## src/rtl/matrix_stream_loader_pkg.sv

```systemverilog
// Shared types and constants for the matrix stream loader and its index counter.
package matrix_stream_loader_pkg;

  localparam int unsigned WORD_W = 32;

  // Which multiplier port group the current element targets.
  localparam logic SEL_A = 1'b0;
  localparam logic SEL_B = 1'b1;

  typedef enum logic [1:0] {
    StFetch,
    StStrobe,
    StStart,
    StWaitDone
  } state_e;

endpackage

```

## src/rtl/matrix_index_counter.sv

```systemverilog
// Row/column/matrix-select walker over an N x N element grid, row-major, A then B.
module matrix_index_counter
  import matrix_stream_loader_pkg::*;
#(
  parameter int unsigned N    = 10,
  parameter int unsigned NLen = $clog2(N)
) (
  input  logic            clk_i,
  input  logic            rst_ni,
  input  logic            advance_i,
  input  logic            clear_i,
  output logic [NLen-1:0] row_o,
  output logic [NLen-1:0] col_o,
  output logic            sel_o,
  output logic            last_o
);

  localparam logic [NLen-1:0] MaxIdx = NLen'(N - 1);

  logic [NLen-1:0] row_q, row_d;
  logic [NLen-1:0] col_q, col_d;
  logic            sel_q, sel_d;

  assign row_o  = row_q;
  assign col_o  = col_q;
  assign sel_o  = sel_q;
  assign last_o = (row_q == MaxIdx) && (col_q == MaxIdx);

  always_comb begin
    row_d = row_q;
    col_d = col_q;
    sel_d = sel_q;
    if (clear_i) begin
      row_d = '0;
      col_d = '0;
      sel_d = SEL_A;
    end else if (advance_i) begin
      if (col_q == MaxIdx) begin
        col_d = '0;
        if (row_q == MaxIdx) begin
          row_d = '0;
          sel_d = ~sel_q;
        end else begin
          row_d = row_q + 1'b1;
        end
      end else begin
        col_d = col_q + 1'b1;
      end
    end
  end

  always_ff @(posedge clk_i or negedge rst_ni) begin
    if (!rst_ni) begin
      row_q <= '0;
      col_q <= '0;
      sel_q <= SEL_A;
    end else begin
      row_q <= row_d;
      col_q <= col_d;
      sel_q <= sel_d;
    end
  end

endmodule

```

## src/rtl/matrix_stream_loader.sv

```systemverilog
// Streams A then B into the multiplier's element write ports, starts it and waits for done.
module matrix_stream_loader
  import matrix_stream_loader_pkg::*;
#(
  parameter int unsigned N     = 10,
  parameter int unsigned N_LEN = $clog2(N)
) (
  input  logic              clk,
  input  logic              rst,
  input  logic [WORD_W-1:0] in_data,
  input  logic              in_valid,
  output logic              in_ready,
  output logic [WORD_W-1:0] a_in,
  output logic [N_LEN-1:0]  a_i,
  output logic [N_LEN-1:0]  a_j,
  output logic              a_we,
  output logic [WORD_W-1:0] b_in,
  output logic [N_LEN-1:0]  b_i,
  output logic [N_LEN-1:0]  b_j,
  output logic              b_we,
  output logic              mm_start,
  input  logic              mm_done,
  output logic              busy,
  output logic              batch_done
);

  state_e state_q, state_d;

  logic [WORD_W-1:0] a_in_q, a_in_d, b_in_q, b_in_d;
  logic [N_LEN-1:0]  a_i_q, a_i_d, a_j_q, a_j_d;
  logic [N_LEN-1:0]  b_i_q, b_i_d, b_j_q, b_j_d;
  logic              a_we_q, a_we_d, b_we_q, b_we_d;
  logic              mm_start_q, mm_start_d;
  logic              busy_q, busy_d;
  logic              batch_done_q, batch_done_d;
  logic              seen_low_q, seen_low_d;

  logic              cnt_advance, cnt_clear;
  logic [N_LEN-1:0]  cnt_row, cnt_col;
  logic              cnt_sel, cnt_last;

  matrix_index_counter #(
    .N    (N),
    .NLen (N_LEN)
  ) u_index_counter (
    .clk_i     (clk),
    .rst_ni    (rst),
    .advance_i (cnt_advance),
    .clear_i   (cnt_clear),
    .row_o     (cnt_row),
    .col_o     (cnt_col),
    .sel_o     (cnt_sel),
    .last_o    (cnt_last)
  );

  assign in_ready   = (state_q == StFetch);
  assign a_in       = a_in_q;
  assign a_i        = a_i_q;
  assign a_j        = a_j_q;
  assign a_we       = a_we_q;
  assign b_in       = b_in_q;
  assign b_i        = b_i_q;
  assign b_j        = b_j_q;
  assign b_we       = b_we_q;
  assign mm_start   = mm_start_q;
  assign busy       = busy_q;
  assign batch_done = batch_done_q;

  always_comb begin
    state_d      = state_q;
    a_in_d       = a_in_q;
    a_i_d        = a_i_q;
    a_j_d        = a_j_q;
    b_in_d       = b_in_q;
    b_i_d        = b_i_q;
    b_j_d        = b_j_q;
    a_we_d       = 1'b0;
    b_we_d       = 1'b0;
    mm_start_d   = 1'b0;
    batch_done_d = 1'b0;
    busy_d       = busy_q;
    seen_low_d   = seen_low_q;
    cnt_advance  = 1'b0;
    cnt_clear    = 1'b0;
    unique case (state_q)
      StFetch: begin
        if (in_valid) begin
          if (cnt_sel == SEL_A) begin
            a_in_d = in_data;
            a_i_d  = cnt_row;
            a_j_d  = cnt_col;
          end else begin
            b_in_d = in_data;
            b_i_d  = cnt_row;
            b_j_d  = cnt_col;
          end
          busy_d  = 1'b1;
          state_d = StStrobe;
        end
      end
      StStrobe: begin
        // Strobe registers a cycle after the data, so data is settled before the rising edge.
        cnt_advance = 1'b1;
        if (cnt_sel == SEL_A) a_we_d = 1'b1;
        else                  b_we_d = 1'b1;
        state_d = (cnt_sel == SEL_B && cnt_last) ? StStart : StFetch;
      end
      StStart: begin
        mm_start_d = 1'b1;
        seen_low_d = 1'b0;
        state_d    = StWaitDone;
      end
      StWaitDone: begin
        // A done level left high from the previous batch is ignored until it drops.
        if (!mm_done) begin
          seen_low_d = 1'b1;
        end else if (seen_low_q) begin
          batch_done_d = 1'b1;
          busy_d       = 1'b0;
          cnt_clear    = 1'b1;
          state_d      = StFetch;
        end
      end
      default: state_d = StFetch;
    endcase
  end

  always_ff @(posedge clk or negedge rst) begin
    if (!rst) begin
      state_q      <= StFetch;
      a_in_q       <= '0;
      a_i_q        <= '0;
      a_j_q        <= '0;
      b_in_q       <= '0;
      b_i_q        <= '0;
      b_j_q        <= '0;
      a_we_q       <= 1'b0;
      b_we_q       <= 1'b0;
      mm_start_q   <= 1'b0;
      busy_q       <= 1'b0;
      batch_done_q <= 1'b0;
      seen_low_q   <= 1'b0;
    end else begin
      state_q      <= state_d;
      a_in_q       <= a_in_d;
      a_i_q        <= a_i_d;
      a_j_q        <= a_j_d;
      b_in_q       <= b_in_d;
      b_i_q        <= b_i_d;
      b_j_q        <= b_j_d;
      a_we_q       <= a_we_d;
      b_we_q       <= b_we_d;
      mm_start_q   <= mm_start_d;
      busy_q       <= busy_d;
      batch_done_q <= batch_done_d;
      seen_low_q   <= seen_low_d;
    end
  end

endmodule

```

## config.mk

```make
export PLATFORM = sky130hd
export DESIGN_NAME = matrix_stream_loader
export DESIGN_NICKNAME = d
export VERILOG_FILES = /design/src/rtl/matrix_stream_loader_pkg.sv /design/src/rtl/matrix_index_counter.sv /design/src/rtl/matrix_stream_loader.sv
export SDC_FILE = /design/constraint.sdc
export NUM_CORES = 1
export LEC_CHECK = 0
export BUFFER_PORTS_ARGS = -buffer_cell sky130_fd_sc_hd__buf_2
export CORE_MARGIN = 1.5
export CORE_UTILIZATION = 50
export CTS_BUF_LIST = sky130_fd_sc_hd__clkbuf_8
export CTS_CLUSTER_DIAMETER = 80
export DETAILED_ROUTE_END_ITERATION = 10
export GPL_TIMING_DRIVEN = 0
export PLACE_DENSITY = 0.9
export SYNTH_ARGS = -nofsm -noshare
export SYNTH_HDL_FRONTEND = slang
export SYNTH_SLANG_ARGS = --single-unit
```

## constraint.sdc

```tcl
create_clock -name clk -period 4.2 [get_ports clk]
set_clock_uncertainty 0.1 [all_clocks]
set_input_delay 0.21 -clock clk [delete_from_list [all_inputs] [get_ports clk]]
set_output_delay 0.21 -clock clk [all_outputs]
set_load 0.01 [all_outputs]
```

---- After elaboration in Yosys (flattened, before gate mapping) ----
Cells that the tools add are included.
operators by class
  add/sub/neg operators ................... 2
  equal/unequal tests ..................... 9
  multiplexer cells ....................... 31
  bitwise logic cells ..................... 1
  reduce and logical (&&, ||, !) cells .... 15
operator list
  kind                   number
  $mux W4                7
  $mux W1                17
  $reduce_and A3 Y1      4
  $reduce_bool A2 Y1     5
  $add A4 B1 Y4 const B  2
  $eq A4 B4 Y1 const B   2
  $mux W2                4
  $ne A2 B2 Y1 const B   4
  $pmux W2 S4            1
  $eq A2 B2 Y1 const B   2
  $pmux W1 S2            2
  $reduce_and A2 Y1      2
  $reduce_and A4 Y1      1
  $eq A2 B1 Y1 const B   1
  $logic_and A1 B1 Y1    2
  $logic_not A2 Y1       1
  $not A1 Y1             1
word-level totals
  flip-flop bits (word level) ............. 97
  output and inout port bits .............. 86
  logic and storage cells ................. 74

---- Logic depth before layout (Yosys ltp) ----
Gate-level depths: netlist of the first run.
  depth after elaboration ................. 5
  gate-level depth with buffers ........... 5

---- Cells and area by module ----
From an unflattened synthesis of the first run, not the netlist that was laid out.
second synthesis, totals
  cells, all modules ...................... 249
  area total of the unflattened synthesis .. 3856.2 µm²
modules (own cells, without submodules)
  module                instances  cells an instance  area an instance (µm²)  seq. area each (µm²)
  matrix_stream_loader  1          198                3348.2                  2202.1
  matrix_index_counter  1          51                 508.0                   225.2

---- Worst setup path before layout of the first run ----
OpenSTA, ideal clock, no wires.
  path type ............................... reg-to-reg
  start ................................... register u_index_counter.col_q[1], in the netlist u_index_counter.col_o[1]
  end ..................................... register u_index_counter.row_q[0], in the netlist u_index_counter.row_o[0]
  library setup time ...................... 0.125 ns
  data arrival time ....................... 1.457 ns
  setup slack ............................. 2.518 ns
  cell stages (with the launch flop) ...... 6
  clock period less this slack ............ 1.682 ns
  cells stage by stage .................... dfrtp_1 inv_1 ha_1 nand3b_1 a211oi_2 mux2_2
on the way
  cells in the longest elaborated chain, start to end .. 3
ends and longest elaborated chain
  element                       RTL line                    RTL
  start, declared               matrix_index_counter.sv:21  logic [NLen-1:0] col_q, col_d;
  start signal, assigned        matrix_index_counter.sv:59  col_q <= col_d;
  $eq A4 B4 Y1                  matrix_index_counter.sv:38  if (col_q == MaxIdx) begin
  $reduce_bool A2 Y1 (no line)  n/a
  $reduce_and A2 Y1 (no line)   n/a
  end signal, assigned          matrix_index_counter.sv:58  row_q <= row_d;
  end, declared                 matrix_index_counter.sv:20  logic [NLen-1:0] row_q, row_d;
Every way passes these cells.
A chain may end at the register's enable or synchronous reset.

---- Worst setup path after layout of the first run ----
Ends and elaborated chain as after synthesis.

==> results of run 1 <==
-- logic make-up after synthesis --
family,Yosys count,share of synthesized area [%]
AO/OA/AOI/OAI,15,2.60
AND/OR/NAND/NOR,34,5.59
flip-flops,97,63.0
adder cells (fa/ha/maj),4,1.30
multiplexers,83,24.2
buffers and inverters,18,3.22
-- power by group through the flow --
stage                     clock, mW  sequential (mW)  combinational, mW
after floorplan                   0             1.80              0.717
after global placement            0             1.60               1.44
after detailed placement          0             1.64               1.49
after CTS                     0.686             1.62               1.52
after global routing          0.720             1.69               1.62
final                         0.667             1.63               1.50
-- metrics by stage --
step                utilization (%)  area, µm²
detailed placement             62.5       4610
global placement               62.1       4580
CTS                            69.3       5110
floorplan                         -       3850
finish                         69.4       5120
global route                   69.4       5120
-- flip-flops by register name, summed over array words and instances, names as in the netlist, 4 cells and up, named ones only --
signal / count
a_i: 4
a_in: 32
a_j: 4
b_i: 4
b_in: 32
b_j: 4
u_index_counter.col_o: 4
u_index_counter.row_o: 4
-- what timing repair did --
| action | 4_1_cts | 5_1_grt |
|---|---|---|
| setup endpoints to repair | 0 | 0 |
| hold buffers | 27 | 1 |
| hold endpoints to repair | 91 | 2 |
-- area by class of cell --
cell class	count	area, µm²	area share (%)
inverters	7	26.3	0.513
well taps	99	124	2.42
plain buffers	11	97.6	1.91
multi-input cells	136	1300	25.4
flip-flops and latches	97	2430	47.4
clock buffers	10	138	2.69
repair buffers	150	916	17.9
clock inverters	6	90.1	1.76
-- cells in the final DEF (no fill, tap or decap), types with 2 or more instances in the layout --
master / count
nand2_1: 4
clkbuf_8: 10
ha_1: 4
nor2_1: 5
nand3_1: 3
buf_4: 6
mux2_2: 77
dlygate4sd3_1: 28
a21oi_1: 4
buf_6: 5
nor3_1: 4
inv_1: 7
nand2b_1: 2
nor4_1: 2
bufinv_16: 2
mux2_1: 5
buf_2: 120
nand3b_1: 2
nor2b_1: 2
dfrtp_1: 97
o21ai_0: 4
-- path summary, 6_finish.rpt --
path	end	slack, ns	cells after the start
setup reg to reg	u_index_counter.row_o[0]$_DFFE_PN0P_	2.33	5
hold / removal	a_in[5]$_DFFE_PN0P_	0.02	2
min in group asynchronous	a_in[3]$_DFFE_PN0P_	0.31	2
setup / recovery	u_index_counter.row_o[0]$_DFFE_PN0P_	2.33	5
max in group asynchronous	a_in[19]$_DFFE_PN0P_	3.04	3
hold reg to reg	a_in[4]$_DFFE_PN0P_	0.39	1
-- routing by layer --
metal | vias to the layer above | global-route usage [%] | part of all wire (%)
met3 | 8 | 4.12 | 5.2
met2 | 90 | 33.0 | 49
met1 | 1283 | 26.4 | 45
met4 | 0 | 6.35 | 1.3
li1 | 1211 | - | -
met5 | - | 0 | 0
==> results.cfg, run 1 <==
[outcome]
status = complete, no violations

[yosys]
synth_area_leaders = dfrtp_1 63%, mux2_2 23%, buf_6 1.5%
async_reset_ff_share_pct = 100
synth_cells = 251
yosys.cell_count.top_type = dfrtp_1
syn_avg_cell_area_um2 = 15.3
synth_seq_cells = 97
synth_edf_count = 0
yosysSeqAreaShare_pct = 63.0
yosysTopAreaCell = dfrtp_1
synth_cell_types = 36
synth_commonest_cells = 97 x dfrtp_1, 77 x mux2_2, 7 x inv_1
syn_area_mm2 = 0.00385
yosysTopAreaCellShare_pct = 63.0
syn-num-nets = 291
ys_warn_count = 0
ys.flop_type = dfrtp_1

[pwr]
swShare_pct = 33.5
switchingPower_mw = 1.27
p_leak_nw = 2.45
internal_power_mw = 2.52
power_density_mw_per_mm2 = 741
clkPwrFrac_pct = 17.6
p_total_mw = 3.79
ir_worst_vdd_v = 0.000400
p_seq_share_pct = 42.9
combPwrFrac_pct = 39.5

[routing]
drtIter0Drc = 82
wirelength_um = 7920
dr.pass1.iters = 4
postRouteAntennaNets = 0
vias_per_cell = 5.02
num_vias = 2592
avgRoutedWirePerCell_um = 15.3
drc = 0

[critical_path]
required_ns = 4.34
cp-start-kind = flip-flop
worst-path-buf-inv = 1
path_cells = inv_1 > ha_1 > nand3b_1 > a211oi_2 > mux2_2
cp_slowest_cell = dfrtp_1
r2r_start = u_index_counter.col_o[1]$_DFFE_PN0P_
crit_family = flip-flops
crit_fanout = 7
path_class = reg -> reg
slowest_delay_ns = 0.43
worstSetupEndpointType = flip-flop
arrival_ns = 2.01
crit_start = u_index_counter.col_o[1]$_DFFE_PN0P_

[clock_network]
cts_root_buf = clkbuf_8
clock-sinks = 97
cts_setup_buffers = 0
cts_inserted_buffers = 9
clockBufferDepth = 2
h-tree-depth = 3
clkTransAtPathRegs_ns = 0.09
post_cts_resized = 0
cts_tree = built
clkLatencyLatePin_ns = 0.35

[die]
dieWidth_um = 90.8
die_h_um = 90.8
core_mm2 = 0.00737
die_area_mm2 = 0.00824
floorplan.rows = 31
ios = 122
initial_core_util_pct = 52.2

[timing]
hold_violations = 0
rsz0062_at_grt = false
slew_violations = 0
setup_viol = 0
min_period_ns = 1.87
min_period_over_period_pct = 44.5
tightestPinTransition_ns = 0.615
whs_ns = 0.0209
fmax_ghz = 0.535
setup_ws_ns = 2.33
fin_tns_setup_ns = 0
slew_headroom_pct = 59.0

[finish]
area_growth_pct = 32.9
final_layout_size_suffix_gt1_share_pct = 54.7
antenna_cells = 0
fill_cells = 522
instances_no_fill = 516
num-nets-final = 452

[global_route]
grt_max_degree = 53
grt_usage_pct = 20.0
grt_pass1_wl_um = 13000
grt_overflow = 0
grt_antenna_before_repair = 0
first_global_vias = 2718

[place]
port_buffers = 121
pre_cts_ws_ns = 2.34
gp_congestion = 0.804
dp_hpwl_um = 5580
dp_cells = 472

[flow_run]
drv_cap = 0

[worst_hold_path]
hp-class = in -> reg
min-delay-start = in_data[5]
Power figures use the tool's default switching activity.
==> run 2, diff against run 1 <==
Clock period 4.2 ns to 1.8 ns, I/O delays scaled along.
==> results.cfg, run 2 (synthesis results as in run 1) <==
[clock_network]
clockBufferDepth = 2
cts_inserted_buffers = 9
clock-sinks = 97
cts_tree = built
clkTransAtPathRegs_ns = 0.09
cts_root_buf = clkbuf_8
h-tree-depth = 3
clkLatencyLatePin_ns = 0.35

[flow_run]
drv_cap = 0

[timing]
hold_violations = 0
fin_tns_setup_ns = 0
rsz0062_at_grt = true
setup_viol = 0
min_period_over_period_pct = 98.7
slew_violations = 0
min_period_ns = 1.78
slew_headroom_pct = 58.6
fmax_ghz = 0.563
tightestPinTransition_ns = 0.620

[routing]
wirelength_um = 8220
dr.pass1.iters = 4
vias_per_cell = 5.04
avgRoutedWirePerCell_um = 15.6
drc = 0
postRouteAntennaNets = 0
drtIter0Drc = 93
num_vias = 2658

[pwr]
switchingPower_mw = 3.02
ir_worst_vdd_v = 0.00102
p_seq_share_pct = 42.3
combPwrFrac_pct = 40.3
swShare_pct = 33.7
internal_power_mw = 5.95
power_density_mw_per_mm2 = 1710
clkPwrFrac_pct = 17.4
p_leak_nw = 2.50

[finish]
antenna_cells = 0
area_growth_pct = 35.9
num-nets-final = 463
final_common_cell = buf_2
fill_cells = 498
fin_area_mm2 = 0.00523
final_cell_mix = 120 x buf_2, 96 x dfrtp_1, 77 x mux2_2
final_layout_size_suffix_gt1_share_pct = 54.9

[global_route]
grt_usage_pct = 20.5
first_global_vias = 2788
grt_overflow = 0
grt_pass1_wl_um = 13400
grt_max_degree = 53
grt_antenna_before_repair = 0

[critical_path]
r2r_slack_ns = 0.02
r2r_start = u_index_counter.col_o[1]$_DFFE_PN0P_
arrival_ns = 1.92
r2r-end = u_index_counter.row_o[0]$_DFFE_PN0P_
cp-start-kind = flip-flop
reg2reg_depth = 5
required_ns = 1.94
path_class = reg -> reg
worstSetupEndpointType = flip-flop
crit_fanout = 6

[place]
port_buffers = 121
dp_hpwl_um = 5580
gp_congestion = 0.804
post_dp_cell_area_mm2 = 0.00461

[die]
floorplan.rows = 31
ios = 122
initial_core_util_pct = 52.2
die_area_mm2 = 0.00824
core_mm2 = 0.00737
die_h_um = 90.8
dieWidth_um = 90.8

[worst_hold_path]
hp-class = in -> async

[outcome]
status = complete, no violations
[run 2: metrics by stage]
step	worst slack, ns	hold slack (ns)	instances	total power [mW]	utilization [%]
floorplan	0.118	-0.306	251	5.88	-
global placement	-0.287	0.219	471	7.11	62.1
detailed placement	-0.0638	0.0410	472	7.32	62.5
CTS	0.00480	0.197	525	8.98	70.7
global route	-0.0633	0.243	527	9.54	71.0
finish	0.0230	0.192	527	8.97	71.0
[run 2: area by class of cell]
type	instances	area [µm²]	share of cell area [%]
Buffer	10	97.6	1.86
Clock buffer	10	138	2.63
Clock inverter	6	90.1	1.72
Inverter	7	26.3	0.502
Multi-Input combinational cell	136	1310	25.0
Sequential cell	97	2430	46.4
Tap cell	99	124	2.37
Timing Repair Buffer	162	1020	19.6
[run 2: worst max-delay path, stage by stage (launching register included)]
cell and delay (ns):
dfrtp_1 0.41, inv_2 0.06, ha_1 0.13, nand3b_1 0.22, a211oi_4 0.37, mux2_2 0.36
[run 2: timing repair]
item	CTS	global route
setup endpoints to repair	42	43
resized for setup	2	2
hold buffers	35	0
setup buffers	2	3
hold endpoints to repair	112	0
pin swaps	2	1
[run 2: worst max-delay path by stage]
stage | startpoint | slack (ns) | end
6_report | u_index_counter.col_o[1]$_DFFE_PN0P_ | 0.02 | u_index_counter.row_o[0]$_DFFE_PN0P_
5_1_grt | u_index_counter.col_o[1]$_DFFE_PN0P_ | -0.06 | u_index_counter.row_o[0]$_DFFE_PN0P_
4_1_cts | u_index_counter.col_o[1]$_DFFE_PN0P_ | 0.005 | u_index_counter.row_o[0]$_DFFE_PN0P_
3_5_place_dp | u_index_counter.col_o[1]$_DFFE_PN0P_ | -0.06 | u_index_counter.row_o[0]$_DFFE_PN0P_
3_3_place_gp | rst | -0.29 | a_in[25]$_DFFE_PN0P_
2_1_floorplan | u_index_counter.col_o[1]$_DFFE_PN0P_ | 0.12 | u_index_counter.row_o[0]$_DFFE_PN0P_
[run 2: power by group through the flow]
stage / Sequential [mW] / Combinational, mW / Clock, mW
finish: 3.80 / 3.61 / 1.56
global route: 3.95 / 3.91 / 1.68
CTS: 3.79 / 3.59 / 1.60
detailed placement: 3.84 / 3.48 / 0
global placement: 3.74 / 3.36 / 0
floorplan: 4.20 / 1.67 / 0
[run 2: metal layers]
metal,up-vias,track usage (%),wire length (µm)
li1,1229,-,-
met2,94,34.8,4100
met1,1325,26.7,3650
met5,-,0,0
met3,10,3.87,357
met4,0,6.35,114
